File: src/rtl/ip_fk_stage.sv
// DES initial permutation plus one Feistel round with a hardwired subkey (K1 or K10),
// registered once; also exposes the raw f-function output.
module ip_fk_stage #(
  parameter logic [48:1] K1  = 48'h1B02EFFC7072,
  parameter logic [48:1] K10 = 48'hB1F347BA464F
) (
  input  logic        clk,
  input  logic        rst,
  input  logic        in_valid,
  input  logic [64:1] in,
  input  logic        ip_en,
  input  logic        key_sel,
  output logic        out_valid,
  output logic [64:1] out,
  output logic [32:1] f_out
);

  // S-box contents, 64 nibbles each in row-major order (row*16 + col), entry 0 in the top nibble.
  localparam logic [255:0] S1 = 256'hE4D12FB83A6C59070F74E2D1A6CB953841E8D62BFC973A50FC8249175B3EA06D;
  localparam logic [255:0] S2 = 256'hF18E6B34972DC05A3D47F28EC01A69B50E7BA4D158C6932FD8A13F42B67C05E9;
  localparam logic [255:0] S3 = 256'hA09E63F51DC7B428D709346A285ECBF1D6498F30B12C5AE71AD069874FE3B52C;
  localparam logic [255:0] S4 = 256'h7DE3069A1285BC4FD8B56F03472C1AE9A690CB7DF13E52843F06A1D8945BC72E;
  localparam logic [255:0] S5 = 256'h2C417AB6853FD0E9EB2C47D150FA3986421BAD78F9C5630EB8C71E2D6F09A453;
  localparam logic [255:0] S6 = 256'hC1AF92680D34E75BAF427C9561DE0B389EF528C3704A1DB6432C95FABE17608D;
  localparam logic [255:0] S7 = 256'h4B2EF08D3C975A61D0B7491AE35C2F8614BDC37EAF6805926BD814A7950FE23C;
  localparam logic [255:0] S8 = 256'hD2846FB1A93E50C71FD8A374C56B0E927B419CE206ADF35821E74A8DFC90356B;

  // Internal vectors are [N-1:0]; DES bit k sits at index N-k, so the tables below are pre-converted.
  function automatic logic [63:0] ip_perm(input logic [63:0] d);
    return {d[6], d[14], d[22], d[30], d[38], d[46], d[54], d[62],
            d[4], d[12], d[20], d[28], d[36], d[44], d[52], d[60],
            d[2], d[10], d[18], d[26], d[34], d[42], d[50], d[58],
            d[0], d[8],  d[16], d[24], d[32], d[40], d[48], d[56],
            d[7], d[15], d[23], d[31], d[39], d[47], d[55], d[63],
            d[5], d[13], d[21], d[29], d[37], d[45], d[53], d[61],
            d[3], d[11], d[19], d[27], d[35], d[43], d[51], d[59],
            d[1], d[9],  d[17], d[25], d[33], d[41], d[49], d[57]};
  endfunction

  function automatic logic [47:0] e_expand(input logic [31:0] r);
    return {r[0],  r[31], r[30], r[29], r[28], r[27],
            r[28], r[27], r[26], r[25], r[24], r[23],
            r[24], r[23], r[22], r[21], r[20], r[19],
            r[20], r[19], r[18], r[17], r[16], r[15],
            r[16], r[15], r[14], r[13], r[12], r[11],
            r[12], r[11], r[10], r[9],  r[8],  r[7],
            r[8],  r[7],  r[6],  r[5],  r[4],  r[3],
            r[4],  r[3],  r[2],  r[1],  r[0],  r[31]};
  endfunction

  function automatic logic [31:0] p_perm(input logic [31:0] s);
    return {s[16], s[25], s[12], s[11], s[3],  s[20], s[4],  s[15],
            s[31], s[17], s[9],  s[6],  s[27], s[14], s[1],  s[22],
            s[30], s[24], s[8],  s[18], s[0],  s[5],  s[29], s[23],
            s[13], s[19], s[2],  s[26], s[10], s[21], s[28], s[7]};
  endfunction

  // Row comes from the outer bits {b1,b6}, column from b2..b5.
  function automatic logic [3:0] sbox_lu(input logic [255:0] tbl, input logic [5:0] b);
    logic [5:0] idx;
    logic [7:0] lsb;
    idx = {b[5], b[0], b[4:1]};
    lsb = 8'd252 - {idx, 2'b00};
    return tbl[lsb +: 4];
  endfunction

  logic [63:0] blk;
  logic [31:0] l_half;
  logic [31:0] r_half;
  logic [47:0] ex;
  logic [31:0] sb_out;
  logic [31:0] f_val;

  logic        out_valid_d, out_valid_q;
  logic [64:1] out_d, out_q;
  logic [32:1] f_out_d, f_out_q;

  always_comb begin
    blk    = ip_en ? ip_perm(in) : in;
    l_half = blk[63:32];
    r_half = blk[31:0];
    ex     = e_expand(r_half) ^ (key_sel ? K10 : K1);
    sb_out = {sbox_lu(S1, ex[47:42]), sbox_lu(S2, ex[41:36]),
              sbox_lu(S3, ex[35:30]), sbox_lu(S4, ex[29:24]),
              sbox_lu(S5, ex[23:18]), sbox_lu(S6, ex[17:12]),
              sbox_lu(S7, ex[11:6]),  sbox_lu(S8, ex[5:0])};
    f_val  = p_perm(sb_out);
  end

  always_comb begin
    out_valid_d = 1'b0;
    out_d       = out_q;
    f_out_d     = f_out_q;
    if (in_valid) begin
      out_valid_d = 1'b1;
      out_d       = {r_half, l_half ^ f_val};
      f_out_d     = f_val;
    end else begin
      out_valid_d = 1'b0;
    end
  end

  always_ff @(posedge clk) begin
    if (rst) begin
      out_valid_q <= 1'b0;
      out_q       <= 64'h0;
      f_out_q     <= 32'h0;
    end else begin
      out_valid_q <= out_valid_d;
      out_q       <= out_d;
      f_out_q     <= f_out_d;
    end
  end

  assign out_valid = out_valid_q;
  assign out       = out_q;
  assign f_out     = f_out_q;

endmodule

File: config.mk
export PLATFORM = sky130hd
export DESIGN_NAME = ip_fk_stage
export DESIGN_NICKNAME = d
export VERILOG_FILES = /design/src/rtl/ip_fk_stage.sv
export SDC_FILE = /design/constraint.sdc
export NUM_CORES = 1
export LEC_CHECK = 0
export ABC_AREA = 1
export CORE_MARGIN = 4
export CORE_UTILIZATION = 50
export DETAILED_ROUTE_END_ITERATION = 8
export PLACE_DENSITY_LB_ADDON = 0.12
export SETUP_SLACK_MARGIN = 0.3
export SLEW_MARGIN = 40
export SYNTH_ARGS = -nofsm -noshare
export SYNTH_HDL_FRONTEND = slang
export SYNTH_SLANG_ARGS = --single-unit
export TNS_END_PERCENT = 10
File: constraint.sdc
create_clock -name clk -period 2.8 [get_ports clk]
set_clock_uncertainty 0.2 [all_clocks]
set_input_delay 0.7 -clock clk [delete_from_list [all_inputs] [get_ports clk]]
set_output_delay 0.7 -clock clk [all_outputs]
set_load 0.05 [all_outputs]
==> impl_results.rst <==
.. list-table::
   :header-rows: 1

   * - Metric
     - Value
   * - Status
     - finished, final reports clean
   * - H-Tree Depth
     - 3
   * - Signed area change from the synthesized netlist to the final layout
     - 51.5%
   * - Kind of end point of the critical path
     - flip-flop
   * - Die extent in x
     - 152 um
   * - Switching portion of total power
     - 0.457
   * - Post-synth EDFFs
     - 0
   * - Simple-Gate Fraction of Synth Area
     - 0.498
   * - Power density over the cells
     - 427 mW/mm^2
   * - Peak VDD IR
     - 0.311 mV
   * - Global-route wire length before repair
     - 62400 um
   * - Num rows
     - 52
   * - Share of total power in the clock network
     - 0.193
   * - Clock net sink count
     - 97
   * - Library cell used as clock root buffer
     - sky130_fd_sc_hd__clkbuf_16
   * - Count of non-filler cells in the finished layout
     - 2433
   * - Arrival time of the worst setup path
     - 2.71 ns
   * - Number of synthesized register bits
     - 97
   * - Post-layout min period
     - 2.59 ns
   * - Vias per inst
     - 5.73
   * - Internal Dissipation
     - 3640 uW
   * - Number of global-route vias before repair
     - 12200
   * - Pin count of the biggest net entering global routing
     - 94
   * - HPWL reported at the end of detailed placement
     - 30100 um
   * - Violation count after the first detailed-route iteration
     - 1223
   * - Mean instance size in the synthesized netlist
     - 5.74 sq um
   * - Initial antenna violation count
     - 0
   * - Antenna-violating nets left
     - 0
   * - Die height
     - 152 um
   * - Adder-cell share of the synthesized area
     - 0.0736
   * - Ys async rst share
     - 0
   * - GRT Total Usage
     - 0.321
   * - Total of endpoints with negative setup slack in the final report
     - 0
   * - Top-count cell post-synth
     - sky130_fd_sc_hd__nand2_1
   * - Clock-pin transition on the worst setup and hold timing paths
     - 0.08 ns
   * - Main combinational cell family by area after synthesis
     - simple AND/OR/NAND/NOR gates
   * - Antenna diode count
     - 0
   * - Xor and xnor fraction of the mapped netlist area
     - 0.0128
   * - Worst slew margin relative to its limit
     - 0.519
   * - Number of placed cells counting well taps
     - 2378
   * - Detailed-routing iteration count for the pre-antenna-repair pass
     - 7
   * - Clock Tree Buf Depth
     - 2
   * - Routability congestion estimate from global placement
     - 1.02
   * - Net Count, Synth
     - 1935
   * - Fraction of final layout cells sized beyond drive strength 1
     - 0.268
   * - Clock latency at the later pin of the worst-skew pair
     - 0.36 ns
   * - Sequential-to-total area share from yosys stat
     - 0.187
   * - RSZ-0062 raised after global routing
     - yes
   * - Routed wire length
     - 43100 um
   * - Core footprint
     - 0.0203 sq mm
   * - Syn Std Cell Area
     - 0.0104 sq mm
   * - Most used DFF post-synth
     - sky130_fd_sc_hd__dfxtp_1
   * - CP Launch Type
     - primary input
   * - Starting utilization of the core area
     - 0.511
   * - Cts bufs inserted
     - 9
   * - Kind of critical path
     - primary input to flip-flop
   * - Number of slew-limit violations in the final report
     - 0
   * - Sequential Power Share
     - 0.237
   * - CP Max Fanout
     - 6
   * - Top area cells in the synthesized netlist
     - sky130_fd_sc_hd__nand2_1 (22%), sky130_fd_sc_hd__nand3_1 (20%), sky130_fd_sc_hd__dfxtp_1 (19%), sky130_fd_sc_hd__ha_1 (7.4%), sky130_fd_sc_hd__inv_1 (6.9%)
   * - Most common library cells after synthesis
     - sky130_fd_sc_hd__nand2_1 (594), sky130_fd_sc_hd__nand3_1 (405), sky130_fd_sc_hd__inv_1 (191)
   * - Transition time at the pin with the least slew margin
     - 0.721 ns
   * - Area fraction in compound gates after synthesis
     - 0.0989
   * - Count of boundary I/O pins
     - 166
   * - Ratio of final minimum period to clock period
     - 0.927
   * - Total congestion overflow after global routing
     - 0
   * - Drt wl/cell
     - 17.7 um
   * - Post-route DRC violation count
     - 0
   * - Comb pwr share
     - 0.570
   * - Number of buffer cells added on primary ports
     - 165
   * - Cells after synthesis
     - 1805
   * - Endpoints failing hold
     - 0
   * - Hold crit path type
     - flip-flop to flip-flop
   * - Fraction of synthesized area in multiplexers
     - 0.00580
   * - Critical Path RT
     - 2.92 ns
   * - Yosys warning count
     - 0
   * - Sequential standard cell area
     - 0.00194 sq mm
   * - NumNets Final
     - 2288
   * - Fmax
     - 0.385 GHz
   * - Leakage
     - 0.00822 uW
   * - Area taken by multi-input logic gates
     - 0.00830 sq mm
   * - Total via count in the routed design
     - 13900
   * - Max_cap viols
     - 0
   * - Die area
     - 0.0231 sq mm
   * - Clock tree from TritonCTS
     - built
   * - NetSw
     - 3070 uW
   * - Cell type contributing the most total cell area after synthesis
     - sky130_fd_sc_hd__nand2_1
   * - Library cells used by synthesis
     - 37
   * - Top-area cell type share of the netlist area
     - 0.215
   * - Fillers
     - 1572
   * - Worst slack on hold paths
     - 0.279 ns
-- routing by layer --
layer  up-vias  wire length (um)  share of wire  GRT usage
li1       6561                 -              -          -
met1      6398             17300           0.40      0.430
met2       815             20100           0.47      0.532
met3       159              3870          0.090     0.0523
met4         0              1750          0.041     0.0967
met5         -                 0              0          0
-- stage by stage --
step | instance area (sq um) | util | TNS, ns | setup WS, ns | power (uW)
final | 15700 | 0.774 | 0 | 0.206 | 6710
after global routing | 15700 | 0.774 | 0 | 0.113 | 7080
after CTS | 14200 | 0.701 | 0 | 0.198 | 6270
after detailed placement | 13800 | 0.678 | -14.35 | -0.351 | 4930
after global placement | 13800 | 0.678 | -11.74 | -0.292 | 4890
after floorplan | 10500 | - | 0 | 0.132 | 3750
-- placed cells by master, fill, tap and decap left out, types with 3 or more instances in the layout --
| cell type | instances |
|---|---|
| sky130_fd_sc_hd__or2_4 | 4 |
| sky130_fd_sc_hd__nand2_2 | 81 |
| sky130_fd_sc_hd__nand3_1 | 329 |
| sky130_fd_sc_hd__xor2_4 | 3 |
| sky130_fd_sc_hd__ha_2 | 7 |
| sky130_fd_sc_hd__or2_2 | 12 |
| sky130_fd_sc_hd__clkbuf_16 | 15 |
| sky130_fd_sc_hd__o21ai_2 | 5 |
| sky130_fd_sc_hd__inv_1 | 167 |
| sky130_fd_sc_hd__a31oi_1 | 5 |
| sky130_fd_sc_hd__nor2_4 | 5 |
| sky130_fd_sc_hd__o21ai_4 | 13 |
| sky130_fd_sc_hd__o21ai_0 | 65 |
| sky130_fd_sc_hd__dlymetal6s2s_1 | 18 |
| sky130_fd_sc_hd__nand2_1 | 517 |
| sky130_fd_sc_hd__nand3_4 | 7 |
| sky130_fd_sc_hd__buf_6 | 22 |
| sky130_fd_sc_hd__buf_12 | 14 |
| sky130_fd_sc_hd__nand3_2 | 76 |
| sky130_fd_sc_hd__nand2_4 | 25 |
| sky130_fd_sc_hd__ha_4 | 17 |
| sky130_fd_sc_hd__nor2_1 | 103 |
| sky130_fd_sc_hd__mux2i_1 | 6 |
| sky130_fd_sc_hd__inv_2 | 25 |
| sky130_fd_sc_hd__nand4_1 | 10 |
| sky130_fd_sc_hd__o211ai_1 | 39 |
| sky130_fd_sc_hd__buf_4 | 215 |
| sky130_fd_sc_hd__dlygate4sd2_1 | 8 |
| sky130_fd_sc_hd__clkdlybuf4s50_1 | 133 |
| sky130_fd_sc_hd__a21oi_1 | 22 |
| sky130_fd_sc_hd__nand3b_1 | 8 |
| sky130_fd_sc_hd__inv_4 | 8 |
| sky130_fd_sc_hd__o21ai_1 | 12 |
| sky130_fd_sc_hd__dfxtp_1 | 97 |
| sky130_fd_sc_hd__ha_1 | 37 |
-- power by group through the flow --
stage / clock network [uW] / registers, uW / logic (uW)
after global routing: 1360 / 1610 / 4120
after global placement: 0 / 1620 / 3280
after detailed placement: 0 / 1620 / 3310
after floorplan: 0 / 2060 / 1680
after CTS: 1310 / 1590 / 3370
final: 1300 / 1590 / 3820
-- path summary, 6_finish.rpt --
| path | startpoint | slack (ns) | endpoint | cells after the start |
|---|---|---|---|---|
| max reg2reg | out[15] | 1.70 | out[15] | 6 |
| min | f_out[32] | 0.28 | f_out[32] | 2 |
| max | ip_en | 0.21 | out[21] | 17 |
| min reg2reg | f_out[32] | 0.28 | f_out[32] | 2 |
-- cell families (layout without fill, tap and decap cells) --
kind of cell,count (synthesis),in the layout
AOI/OAI and AO/OA,165,165
xor gates and xnor gates,7,7
adders and majority gates,61,61
buffers and inverters,288,644
DFF,97,97
muxes,6,6
and+or+nand+nor,1181,1183
-- critical path: stages --
cell and delay, ns:
sky130_fd_sc_hd__buf_16 0.14, sky130_fd_sc_hd__buf_12 0.15, sky130_fd_sc_hd__buf_6 0.12, sky130_fd_sc_hd__o21ai_4 0.21
sky130_fd_sc_hd__inv_4 0.06, sky130_fd_sc_hd__buf_6 0.14, sky130_fd_sc_hd__ha_4 0.17, sky130_fd_sc_hd__or2_4 0.26
sky130_fd_sc_hd__nand2_2 0.07, sky130_fd_sc_hd__nand3_2 0.11, sky130_fd_sc_hd__nand3_2 0.11, sky130_fd_sc_hd__nand3_2 0.10
sky130_fd_sc_hd__nand2_2 0.09, sky130_fd_sc_hd__nand2_1 0.08, sky130_fd_sc_hd__nand3_2 0.08, sky130_fd_sc_hd__nand2_1 0.07
sky130_fd_sc_hd__inv_1 0.06
-- sequential cells by signal, summed over array words and instances, names as in the netlist --
name / count
f_out: 32
out_valid: 1
out: 64
-- layout make-up --
cell class / count / share of cell area
Clock buffer: 11 / 0.0161
Clock inverter: 5 / 0.00247
Inverter: 205 / 0.0525
Multi-Input combinational cell: 1422 / 0.529
Sequential cell: 97 / 0.124
Tap cell: 270 / 0.0215
Timing Repair Buffer: 423 / 0.255
-- repair_timing --
action                     CTS  global route
gates resized for setup     53           293
hold buffers                 0             0
hold endpoints to repair     0             0
pin swaps                   14            74
setup endpoints to repair   65            68
gates cloned                 0             9
buffers inserted             4            26
Note: power is estimated with default switching activity, not from simulation.
